--- config.mk ---
export PLATFORM = sky130hd
export DESIGN_NAME = md5_msg_padder
export DESIGN_NICKNAME = d
export VERILOG_FILES = /design/src/rtl/md5_msg_padder.sv
export SDC_FILE = /design/constraint.sdc
export NUM_CORES = 1
export LEC_CHECK = 0
export CORE_UTILIZATION = 31
export CTS_BUF_LIST = sky130_fd_sc_hd__clkbuf_4
export CTS_CLUSTER_SIZE = 28
export DETAILED_ROUTE_END_ITERATION = 10
export HOLD_SLACK_MARGIN = 0.12
export PLACE_DENSITY_LB_ADDON = 0.3
export RECOVER_POWER = 25
export SYNTH_ARGS = -nofsm -noshare
export SYNTH_HDL_FRONTEND = slang
export SYNTH_SLANG_ARGS = --single-unit
--- constraint.sdc ---
create_clock -name clk_i -period 5.9 [get_ports clk_i]
set_input_delay 0.59 -clock clk_i [delete_from_list [all_inputs] [get_ports clk_i]]
set_output_delay 0.59 -clock clk_i [all_outputs]
set_load 0.02 [all_outputs]
--- src/rtl/md5_msg_padder.sv ---
// MD5 front end: packs a byte stream into little-endian 512-bit blocks and
// appends 0x80, zero fill and the 64-bit message bit length.
module md5_msg_padder #(
    parameter int unsigned CNT_W = 61
) (
    input  logic              clk_i,
    input  logic              rst_i,
    input  logic [7:0]        in_data_i,
    input  logic              in_valid_i,
    input  logic              in_last_i,
    output logic              in_ready_o,
    input  logic              msg_empty_i,
    output logic [15:0][31:0] M_o,
    output logic              blk_valid_o,
    output logic              blk_last_o,
    input  logic              blk_ready_i,
    output logic              busy_o
);

    typedef enum logic [1:0] {
        S_FILL,
        S_PAD80,
        S_LEN,
        S_EMIT
    } state_e;

    state_e             state_q, state_d;
    logic [5:0]         ptr_q;
    logic [CNT_W-1:0]   cnt_q;
    logic [511:0]       blk_q;
    logic               need80_q;
    logic               len_pend_q;
    logic               last_blk_q;
    logic [63:0]        bitlen;

    assign bitlen = 64'({cnt_q, 3'b000});

    always_comb begin
        state_d = state_q;
        case (state_q)
            S_FILL: begin
                if (in_valid_i) begin
                    if (ptr_q == 6'd63)
                        state_d = S_EMIT;
                    else if (in_last_i)
                        state_d = S_PAD80;
                end else if (msg_empty_i && ptr_q == '0 && cnt_q == '0) begin
                    state_d = S_PAD80;
                end
            end
            S_PAD80: state_d = (ptr_q <= 6'd55) ? S_LEN : S_EMIT;
            S_LEN:   state_d = S_EMIT;
            S_EMIT: begin
                if (blk_ready_i) begin
                    if (last_blk_q)
                        state_d = S_FILL;
                    else if (need80_q)
                        state_d = S_PAD80;
                    else if (len_pend_q)
                        state_d = S_LEN;
                    else
                        state_d = S_FILL;
                end
            end
            default: state_d = S_FILL;
        endcase
    end

    always_ff @(posedge clk_i or negedge rst_i) begin
        if (!rst_i)
            state_q <= S_FILL;
        else
            state_q <= state_d;
    end

    // Buffer is cleared on every handshake so zero padding never costs a cycle.
    always_ff @(posedge clk_i or negedge rst_i) begin
        if (!rst_i) begin
            ptr_q      <= '0;
            cnt_q      <= '0;
            blk_q      <= '0;
            need80_q   <= 1'b0;
            len_pend_q <= 1'b0;
            last_blk_q <= 1'b0;
        end else begin
            case (state_q)
                S_FILL: begin
                    if (in_valid_i) begin
                        blk_q[{ptr_q, 3'b000} +: 8] <= in_data_i;
                        cnt_q <= cnt_q + CNT_W'(1);
                        ptr_q <= ptr_q + 6'd1;
                        if (ptr_q == 6'd63 && in_last_i)
                            need80_q <= 1'b1;
                    end
                end
                S_PAD80: begin
                    blk_q[{ptr_q, 3'b000} +: 8] <= 8'h80;
                    if (ptr_q >= 6'd56)
                        len_pend_q <= 1'b1;
                end
                S_LEN: begin
                    blk_q[511:448] <= bitlen;
                    last_blk_q     <= 1'b1;
                end
                S_EMIT: begin
                    if (blk_ready_i) begin
                        blk_q <= '0;
                        ptr_q <= '0;
                        if (last_blk_q) begin
                            cnt_q      <= '0;
                            last_blk_q <= 1'b0;
                            need80_q   <= 1'b0;
                            len_pend_q <= 1'b0;
                        end else if (need80_q) begin
                            need80_q <= 1'b0;
                        end else if (len_pend_q) begin
                            len_pend_q <= 1'b0;
                        end
                    end
                end
                default: ;
            endcase
        end
    end

    assign in_ready_o  = (state_q == S_FILL);
    assign blk_valid_o = (state_q == S_EMIT);
    assign blk_last_o  = last_blk_q && (state_q == S_EMIT);
    assign busy_o      = (cnt_q != '0) || (state_q != S_FILL);
    assign M_o         = blk_q;

endmodule

==> results of run 1 <==
==> per-layer routing <==
layer,up-vias,track usage (%),wire length [um]
met5,-,0,45
met4,6,12.2,4800
met3,248,8.33,10200
met2,1148,40.1,50400
met1,11500,33.3,45300
li1,10300,-,-
==> cell usage after synthesis (15+ instances only) <==
cell type and number:
mux2_2 18, nand3_1 200, nor3_1 21, a22o_1 108, xnor2_1 31, o21ai_0 223, mux2i_1 74, dfrtp_1 584
a31oi_1 19, buf_2 28, a21oi_1 105, o2bb2ai_1 20, clkbuf_1 118, xor2_1 24, nor2_1 142, buf_1 21
and2_1 15, nand4_1 43, o31ai_1 94, nand2_1 329, o211ai_1 27, inv_1 24, nor4_1 23
==> through the flow <==
step                worst slack [ps]  instances  power, mW
floorplan                       3000       2481       6.04
global placement                1980       3944       7.44
detailed placement              1870       3944       7.44
CTS                             1520       4248       11.4
global route                    1360       4249       11.9
finish                          1630       4249       11.4
==> worst max-delay path by stage <==
stage                     startpoint   endpoint  slack, ps  depth (start not counted)
after detailed placement    ptr_q[0]  flip-flop       1870                          8
final                      cnt_q[16]     busy_o       1630                          6
after CTS                  cnt_q[16]     busy_o       1520                          6
after global placement      ptr_q[0]  flip-flop       1980                          8
after floorplan             ptr_q[0]  flip-flop       3000                         14
after global routing        ptr_q[0]  flip-flop       1360                          7
==> final cells by class <==
| cell class | count | area (sq um) | share of cell area [%] |
|---|---|---|---|
| repair buffers | 577 | 5670 | 16.6 |
| multi-input cells | 1699 | 10200 | 29.9 |
| flip-flops and latches | 584 | 14600 | 42.9 |
| diodes | 1 | 2.50 | 0.00734 |
| inverters | 25 | 93.8 | 0.275 |
| clock buffers | 253 | 1900 | 5.57 |
| clock inverters | 50 | 288 | 0.844 |
| well taps | 1060 | 1330 | 3.89 |
==> worst max-delay path: stages, from the launching register on <==
cell,delay (ps)
dfrtp_1,480
or4_1,570
nor2_1,140
nand3_1,80
or4_1,490
or2_2,370
clkdlybuf4s50_1,590
==> report_power, final <==
part	internal [mW]	total, mW	switching [mW]
clock network	2.05	3.94	1.88
registers	4.11	4.30	0.188
logic	0.666	3.13	2.47
total	6.83	11.4	4.54
==> logic make-up after synthesis <==
logic type	share of synthesized area, %
and+or+nand+nor	16.0
AOI/OAI and AO/OA	17.9
DFF	57.2
buffers and inverters	3.12
muxes	3.69
xor gates and xnor gates	1.88
adders and majority gates	0.294
==> results.toml, run 1 <==
[grt]
grt_pass1_wl_um = 159000
grt_max_degree = 178
antenna_found_initial = 5
grt_pass1_vias = 22500
grtUsageTotal_pct = 26.1
grt_overflow = 0

[final_layout]
fillCellCount = 8029
final_common_cell = "dfrtp_1"
finish.instance_area_sq_um = 34100
postLayoutCoreUtil_pct = 42.0
area_delta_synth_final_pct = 33.3
mostFrequentLayoutCells = "dfrtp_1, clkdlybuf4s50_1, nand2_1"
fin_nets = 3076
drive_gt1_share_pct = 12.4

[power_and_ir_drop]
p_per_area_nw_per_um2 = 333
leakage_nw = 14.3
ir_worst_vdd_mv = 0.200

[timing]
max_freq_ghz = 0.234
drv_slew = 271
skew_ps = 57.8
hold_violations = 0
slew_headroom_pct = -112
fin_hold_ws_ps = 247
finalCritPeriodShare_pct = 72.3
period_needed_ps = 4270
worst_pin_slew_ps = 3170
setup_violations = 0
fin_setup_tns_ps = 0
rsz0062_at_grt = "no"

[worst_setup_path]
reg2reg_slack_ps = 1750
cp_max_fo = 6
reg2reg_depth = 8
critPathArrivalTime_ps = 3680
r2r_start = "ptr_q[0]"
worstPathRequired_ps = 5310
start_kind = "flip-flop"
critical_path_class = "reg2out"
critPathCaptureType = "output port"

[synth]
synth.yosys.seq_area_share_pct = 57.2
syn_inst = 2481
synth.cell_area_sq_um = 25600
yosys.area.top_type = "dfrtp_1"
yosys_register_bits = 584
synth_edf_count = 0
synth_cell_type_count = 79
synth_top_flop_cell = "dfrtp_1"
synth_top_area_share_pct = 57.2
synth.area.top_cells = "dfrtp_1, nand2_1, o21ai_0"
synth_nets = 2501
ys_warn_count = 0
avgSynthCellArea_sq_um = 10.3
async_flop_share_pct = 100

[clock_network]
cts_max_level = 4
clkLatencyLatePin_ps = 1010
cts_buffer_depth = 3
ctsResizeCount = 0
clk_pin_slew_worst_paths_ps = 60
clock_sinks = 584
cts_setup_buffers = 0
cts_root_buf = "clkbuf_4"
cts_buffers = 169
tritoncts = "yes"
hold_buffers = 1

[run_status]
status = "finished with violations"
violations = "capacitance limit, slew limit"

[route]
dr.pass1.iters = 8
routed_wl_um = 111000
drtIter0Drc = 1987
ant_nets = 0
num_vias = 23300
drc = 0
drt-wirelength-per-cell_um = 26.0
vias_per_cell = 5.47

[placement]
post_dp_cell_area_sq_um = 31900
port_buffers = 529
dp_hpwl_um = 77200
gp_congestion = 0.893

[floorplan]
ios = 530
die_w_um = 289
rows = 104
fp.coreArea_sq_um = 81100
die-area_sq_um = 83600
start_util_pct = 31.5
dieHeight_um = 289

[flow_run]
cap_violations = 4

[worst_hold_path]
hold_path.class = "in2async"
Note: power is estimated with default switching activity, not from simulation.
==> run 2, diff against run 1 <==
- clock period: 5.9 -> 4.08 ns (I/O delays scaled with it)
==> results.toml, run 2 (synthesized netlist as in run 1, its figures left out) <==
[power_and_ir_drop]
p_per_area_nw_per_um2 = 476
ir_worst_vdd_mv = 0.254
leakage_nw = 14.4

[route]
dr.pass1.iters = 6
ant_nets = 0
drtIter0Drc = 2383
num_vias = 23600
vias_per_cell = 5.53
routed_wl_um = 112000
drc = 0
drt-wirelength-per-cell_um = 26.1

[timing]
hold_violations = 0
rsz0062_at_grt = "no"
slew_headroom_pct = -46.5
fin_setup_tns_ps = 0
setup_slack_ps = 112
skew_ps = 84.3
period_needed_ps = 3970
fin_hold_ws_ps = 248
setup_violations = 0
drv_slew = 248
finalCritPeriodShare_pct = 97.3
worst_pin_slew_ps = 2200
max_freq_ghz = 0.252

[grt]
grt_pass1_vias = 22700
grt_pass1_wl_um = 160000
grtUsageTotal_pct = 26.3
grt_max_degree = 127
antenna_found_initial = 10
grt_overflow = 0

[final_layout]
mostFrequentLayoutCells = "dfrtp_1, clkdlybuf4s50_1, nand2_1"
fin_nets = 3119
drive_gt1_share_pct = 13.2
fillCellCount = 7938
area_delta_synth_final_pct = 34.4
multi_input_area_sq_um = 10200
postLayoutCoreUtil_pct = 42.4
final_common_cell = "dfrtp_1"
final-seq-area_sq_um = 14600

[clock_network]
cts_buffer_depth = 3
clkLatencyLatePin_ps = 1030
cts_root_buf = "clkbuf_4"
clock_sinks = 584
cts_buffers = 162
cts_setup_buffers = 0
cts_max_level = 4
clk_pin_slew_worst_paths_ps = 60
tritoncts = "yes"

[floorplan]
die_w_um = 289
die-area_sq_um = 83600
start_util_pct = 31.5
rows = 104
ios = 530
dieHeight_um = 289
fp.coreArea_sq_um = 81100

[worst_setup_path]
path_common_cell = "or4_1"
critPathCaptureType = "output port"
critical_path_class = "reg2out"
cp_cell_sequence = "or4_1 > nor2_1 > nand3_1 > or4_1 > or2_2 > dlygate4sd2_1"
reg2reg_slack_ps = 250
worstPathRequired_ps = 3670
critPathArrivalTime_ps = 3560
r2r_start = "ptr_q[1]"
critPathMaxStageDelay_ps = 620
cp_max_fo = 6
reg2reg_depth = 7
start_kind = "flip-flop"
slowest_stage = "or4_1"

[worst_hold_path]
min-delay-start = "in_valid_i"
hold_path.class = "in2reg"
hold-path-cell-count = 4
holdPathEnd = "need80_q"

[placement]
gp_congestion = 0.931
dp_hpwl_um = 80500
port_buffers = 529
dp_slack_ps = 423

[run_status]
violations = "capacitance limit, slew limit"
status = "finished with violations"

[flow_run]
cap_violations = 5
==> run 2: cell types whose count changed in the layout (fill, tap and decap cells not counted), sizes merged <==
| cell | previous run | this run |
|---|---|---|
| clkdlybuf4s50 | 528 | 527 |
| buf | 44 | 86 |
| clkinvlp | 1 | 2 |
| inv | 29 | 30 |
| dlygate4sd2 | 0 | 1 |
| clkbuf | 257 | 251 |
| dlygate4sd3 | 1 | 4 |
| clkinv | 43 | 21 |
| diode | 1 | 5 |
==> run 2: worst max-delay path by stage <==
stage                     cells past startpoint        from          to
after floorplan                              14    ptr_q[0]   flip-flop
after global placement                        8    ptr_q[1]   flip-flop
after detailed placement                      7    ptr_q[1]   flip-flop
after CTS                                     6   cnt_q[16]      busy_o
after global routing                          4  state_q[1]  in_ready_o
final                                         6   cnt_q[16]      busy_o
==> run 2: cell type report <==
cell class              count  share of cell area, %
inverters                  25                  0.273
diodes                      5                 0.0364
multi-input cells        1699                   29.6
flip-flops and latches    584                   42.5
clock inverters            30                  0.688
well taps                1060                   3.86
clock buffers             242                   5.29
repair buffers            627                   17.7
==> run 2: per-stage QoR <==
stage	total power, mW	cell area [sq um]	instances
6_report	16.4	34400	4272
4_1_cts	16.4	34400	4267
3_5_place_dp	10.9	32300	3990
5_1_grt	17.0	34400	4270
3_3_place_gp	10.9	32300	3990
2_1_floorplan	8.74	25600	2481
==> run 2: metal layers <==
layer	global-route usage [%]	up-vias	share of wire, %
met1	34.4	11900	41
met5	0	-	0.072
li1	-	10300	-
met4	11.2	12	3.6
met2	40.3	1211	46
met3	8.03	203	9.5
==> run 2: repair_timing <==
action,in CTS,in global routing
resized for setup,1,1
setup endpoints to repair,1,5
hold buffers,5,0
hold endpoints to repair,418,0
==> run 2: report_power, final <==
part	internal [mW]	switching, mW	total, mW
Sequential	5.95	0.218	6.16
Combinational	1.10	3.63	4.72
Clock	2.84	2.64	5.48
==> run 2: worst max-delay path: cells and delay by family (launching register included) <==
family	cells	cell delay (ps)
flops	1	500
buf+inv	1	350
simple gates	5	1750
==> patch 1: new RTL, settings of run 2 <==
The parameter `CNT_W` goes from 61 to 69.
--- a/src/rtl/md5_msg_padder.sv
+++ b/src/rtl/md5_msg_padder.sv
@@ -1,7 +1,7 @@
 // MD5 front end: packs a byte stream into little-endian 512-bit blocks and
 // appends 0x80, zero fill and the 64-bit message bit length.
 module md5_msg_padder #(
-    parameter int unsigned CNT_W = 61
+    parameter int unsigned CNT_W = 69
 ) (
     input  logic              clk_i,
     input  logic              rst_i,
Function: not settled (the Yosys comparison gave no result); the edit may change what the design does.
==> patch 1 against run 2 <==
The flow still finishes with violations (max-capacitance violations, max-slew violations). Area after synthesis about the same. Via count hardly changed. Power up 4.7%. Register-to-register slack improved by 0.26 ns. Clock power is 1% lower. Routed wire length down 0.83%. Cell area barely moved. First-iteration DRC count fell by 9.7%. Setup slack improved by 0.40 ns. Critical path depth up 4. Global-route usage shrank 0.26 points. Sequential cell count grew 8. Critical path type is now reg -> reg.
==> patch 1: results (changes against run 2) <==
[outcome]
status = complete, but fails checks
failed_checks = max-capacitance violations, max-slew violations

[hold_path]
hold_start = msg_empty_i
whs_path_depth = 5  ; +1
holdPathEnd = state_q[0]$_DFFE_PN0P_

[placed_design]
dp_hpwl_um = 79100  ; -1.8%
placed_area_um2 = 32400  ; +0.26%

[setup_path]
rr_worst_depth = 10  ; +3
ff2ff_setup_slack_ns = 0.51  ; +0.26 ns
crit_path_max_fanout = 12  ; +6
crit_slowest_cell = nor2_1

[timing]
whs_ns = 0.300  ; +0.0524 ns
slew_violations = 531  ; +110%

[final_layout]
nNonClkBuffers = 639  ; +1.9%
clk_share = 0.0587  ; -0.00105
ff_latch_area_um2 = 14800  ; +1.4%
num-multi-input-gates = 1740  ; +2.4%

[drt]
vias = 23600  ; +0.080%
drt_iter0_drc = 2153  ; -9.7%
drt-met1-wl_um = 45400  ; -0.55%

[synthesis]
yosysSeqAreaShare = 0.579  ; +0.00726
syn-num-nets = 2572  ; +2.8%
ys_types = 69  ; -13%

[global_route]
gr-usage-met1 = 0.331  ; -0.0132
grt_max_degree = 154  ; +21%

[pwr]
irDropWorstVdd_mv = 0.400  ; +57%

[flow_run]
drv_cap = 9  ; +4

==> patch 1: cell count changes in the layout (fill, tap and decap cells not counted), sizes merged, moves of 33 or more <==
| cell | run 2 | this run |
|---|---|---|
| a22oi | 5 | 38 |
| nand3 | 201 | 302 |
| o21ai | 231 | 331 |
| nand2 | 330 | 234 |
| a22o | 108 | 73 |
| o31ai | 94 | 12 |
| mux2i | 74 | 0 |
==> patch 1: stage by stage <==
step	instances	total power, mW	worst slack, ns	util
4_1_cts	4325	17.2	0.552	0.425
5_1_grt	4327	17.9	0.304	0.424
3_3_place_gp	4050	11.7	0.680	0.400
6_report	4328	17.1	0.508	0.424
2_1_floorplan	2552	9.32	1.08	-
3_5_place_dp	4050	11.7	0.623	0.400
==> patch 1: logic make-up (layout without fill, tap and decap cells) <==
family,Yosys count,after routing
and+or+nand+nor,911,911
AOI/OAI and AO/OA,752,752
DFF,592,592
buffers and inverters,220,933
xor gates and xnor gates,70,70
adders and majority gates,6,6
muxes,1,1
other,0,3
==> patch 2: new RTL, flow settings as in run 2 <==
Made on the original files. Make the reset (`rst_i`) synchronous in 2 clocked blocks.
--- a/src/rtl/md5_msg_padder.sv
+++ b/src/rtl/md5_msg_padder.sv
@@ -66,7 +66,7 @@
         endcase
     end
 
-    always_ff @(posedge clk_i or negedge rst_i) begin
+    always_ff @(posedge clk_i) begin
         if (!rst_i)
             state_q <= S_FILL;
         else
@@ -74,7 +74,7 @@
     end
 
     // Buffer is cleared on every handshake so zero padding never costs a cycle.
-    always_ff @(posedge clk_i or negedge rst_i) begin
+    always_ff @(posedge clk_i) begin
         if (!rst_i) begin
             ptr_q      <= '0;
             cnt_q      <= '0;
Check against the original RTL: not settled (the Yosys comparison gave no result); the edit may change what the design does.
==> patch 2 against run 2 <==
The run still ends with max-capacitance violations, max-slew violations left. Area after synthesis is 5.9% lower. Via count rose by 5.7%. Global-route usage increased by 1.1 points. Sequential cell count stayed put. Routed wire length increased by 0.19%. Setup slack improved by 0.20 ns. Cell area shrank 5.4%. Highest routed layer is now met4.
Power is not compared: it rests on default switching activity, and its combinational part moved more than twofold at a synthesized area within 25%.
==> patch 2: results (changes against run 2) <==
[flow_run]
drv_cap = 1  ; -4

[clock_network]
cts-buffers-inserted = 160  ; -1.2%
path_clk_slew_ns = 0.08  ; +0.02 ns

[outcome]
failed_checks = max-capacitance violations, max-slew violations
status = complete, but fails checks

[setup_path]
cp.arrival_ns = 4.68  ; +1.12 ns
crit_path_max_fanout = 12  ; +6

[synthesis]
synthFlopType = dfxtp_1
yosysSeqAreaShare = 0.486  ; -0.0856
yosys_warnings = 0  ; unchanged
ys_async_sr_fraction = 0  ; -1.00
yosys-top-cells-area = dfxtp_1 49%, a21oi_1 6.0%, nand2_1 5.2%
synth_top_cells_by_count = 584 x dfxtp_1, 331 x nand2_1, 292 x nor2_1
yosysMostFrequentCell = dfxtp_1
syn-num-nets = 2842  ; +14%
ys_types = 79  ; unchanged

[placed_design]
placed_area_um2 = 30600  ; -5.3%
gp_congestion = 0.936  ; +0.56%
dp_hpwl_um = 79500  ; -1.3%

[final_layout]
final_nets = 3402  ; +9.1%
layout-drive-gt1-share = 0.118  ; -0.0140
fill_cells = 7804  ; -1.7%

[drt]
drt_wl_total_um = 112000  ; +0.19%
drt_iter0_drc = 2696  ; +13%
vias = 25000  ; +5.7%

[global_route]
grt_pass1_wl_um = 160000  ; -0.44%
grt_usage = 0.274  ; +0.0111
grt_max_degree = 200  ; +57%
grt_pass1_vias = 23200  ; +2.5%
antenna_found_initial = 2  ; -8

[timing]
clock_skew_ns = 0.0956  ; +0.0114 ns
slew_headroom = -0.532  ; -0.0675
slew_violations = 200  ; -19%

-- patch 2: cell types whose count changed after synthesis, moves of 82 or more --
cell,run 2,this run
a22oi_1,5,96
nor2_1,142,292
dfxtp_1,0,584
a21oi_1,105,288
a22o_1,108,26
o21ai_0,223,81
dfrtp_1,584,0
-- patch 2: layer usage --
metal / track usage / wire length (um) / up-vias
met1: 0.344 / 45100 / 12100
met2: 0.416 / 49900 / 1248
met3: 0.0854 / 10600 / 269
met4: 0.153 / 6110 / 0
met5: 0 / 0 / -
li1: - / - / 11400
-- patch 2: logic make-up after synthesis --
family	after synthesis	share of synthesized area
AND/OR/NAND/NOR	1121	0.224
AO/OA/AOI/OAI	799	0.222
flip-flops	584	0.486
buffers and inverters	249	0.0416
XOR/XNOR	61	0.0225
adder cells (fa/ha/maj)	6	0.00312
multiplexers	2	0.000936
-- patch 2: what timing repair did --
item | CTS | global route
gates resized for setup | 0 | 0
hold buffers | 2 | 0
endpoints found under the hold margin | 23 | 0
-- patch 2: power breakdown --
part | total [mW] | switching (mW) | internal (mW)
Clock | 5.22 | 2.57 | 2.65
Combinational | 1.56 | 1.22 | 0.341
Sequential | 5.75 | 0.0228 | 5.72
-- patch 2: worst max-delay path, cell delays in order (launching register included) --
cell	delay, ns
dfxtp_1	0.57
inv_1	0.16
ha_1	0.25
buf_4	0.20
xnor2_1	0.13
buf_4	0.21
nor4_4	0.59
nand2_1	0.26
nor2_1	0.60
nand2_1	0.41
o2bb2ai_1	0.25
-- patch 2: through the flow --
step	hold slack (ns)	power, mW	setup slack [ns]	util	std cells
6_report	0.261	12.5	0.314	0.426	4515
5_1_grt	0.203	13.0	0.124	0.426	4512
4_1_cts	0.169	12.6	0.337	0.426	4509
3_5_place_dp	0.445	7.40	0.525	0.401	4248
3_3_place_gp	0.442	7.40	0.564	0.401	4248
2_1_floorplan	0.469	6.73	1.23	-	2822
-- patch 2: area by class of cell --
cell class / count / area [um2] / share of cell area
Clock buffer: 225 / 1690 / 0.0519
Timing Repair Buffer: 630 / 6050 / 0.186
Tap cell: 1030 / 1290 / 0.0396
Sequential cell: 584 / 11700 / 0.360
Clock inverter: 34 / 219 / 0.00673
Antenna cell: 6 / 15.0 / 0.000462
Multi-Input combinational cell: 1989 / 11500 / 0.353
Inverter: 17 / 71.3 / 0.00219
-- patch 2: worst paths after layout --
kind	from	end	slack, ns	cells after the start
setup reg to reg	ptr_q[1]$_SDFFE_PN0P_	flip-flop	0.31	10
setup / recovery	ptr_q[1]$_SDFFE_PN0P_	flip-flop	0.31	10
hold reg to reg	flip-flop	flip-flop	0.46	2
hold / removal	blk_ready_i	last_blk_q$_SDFFE_PN0P_	0.26	5
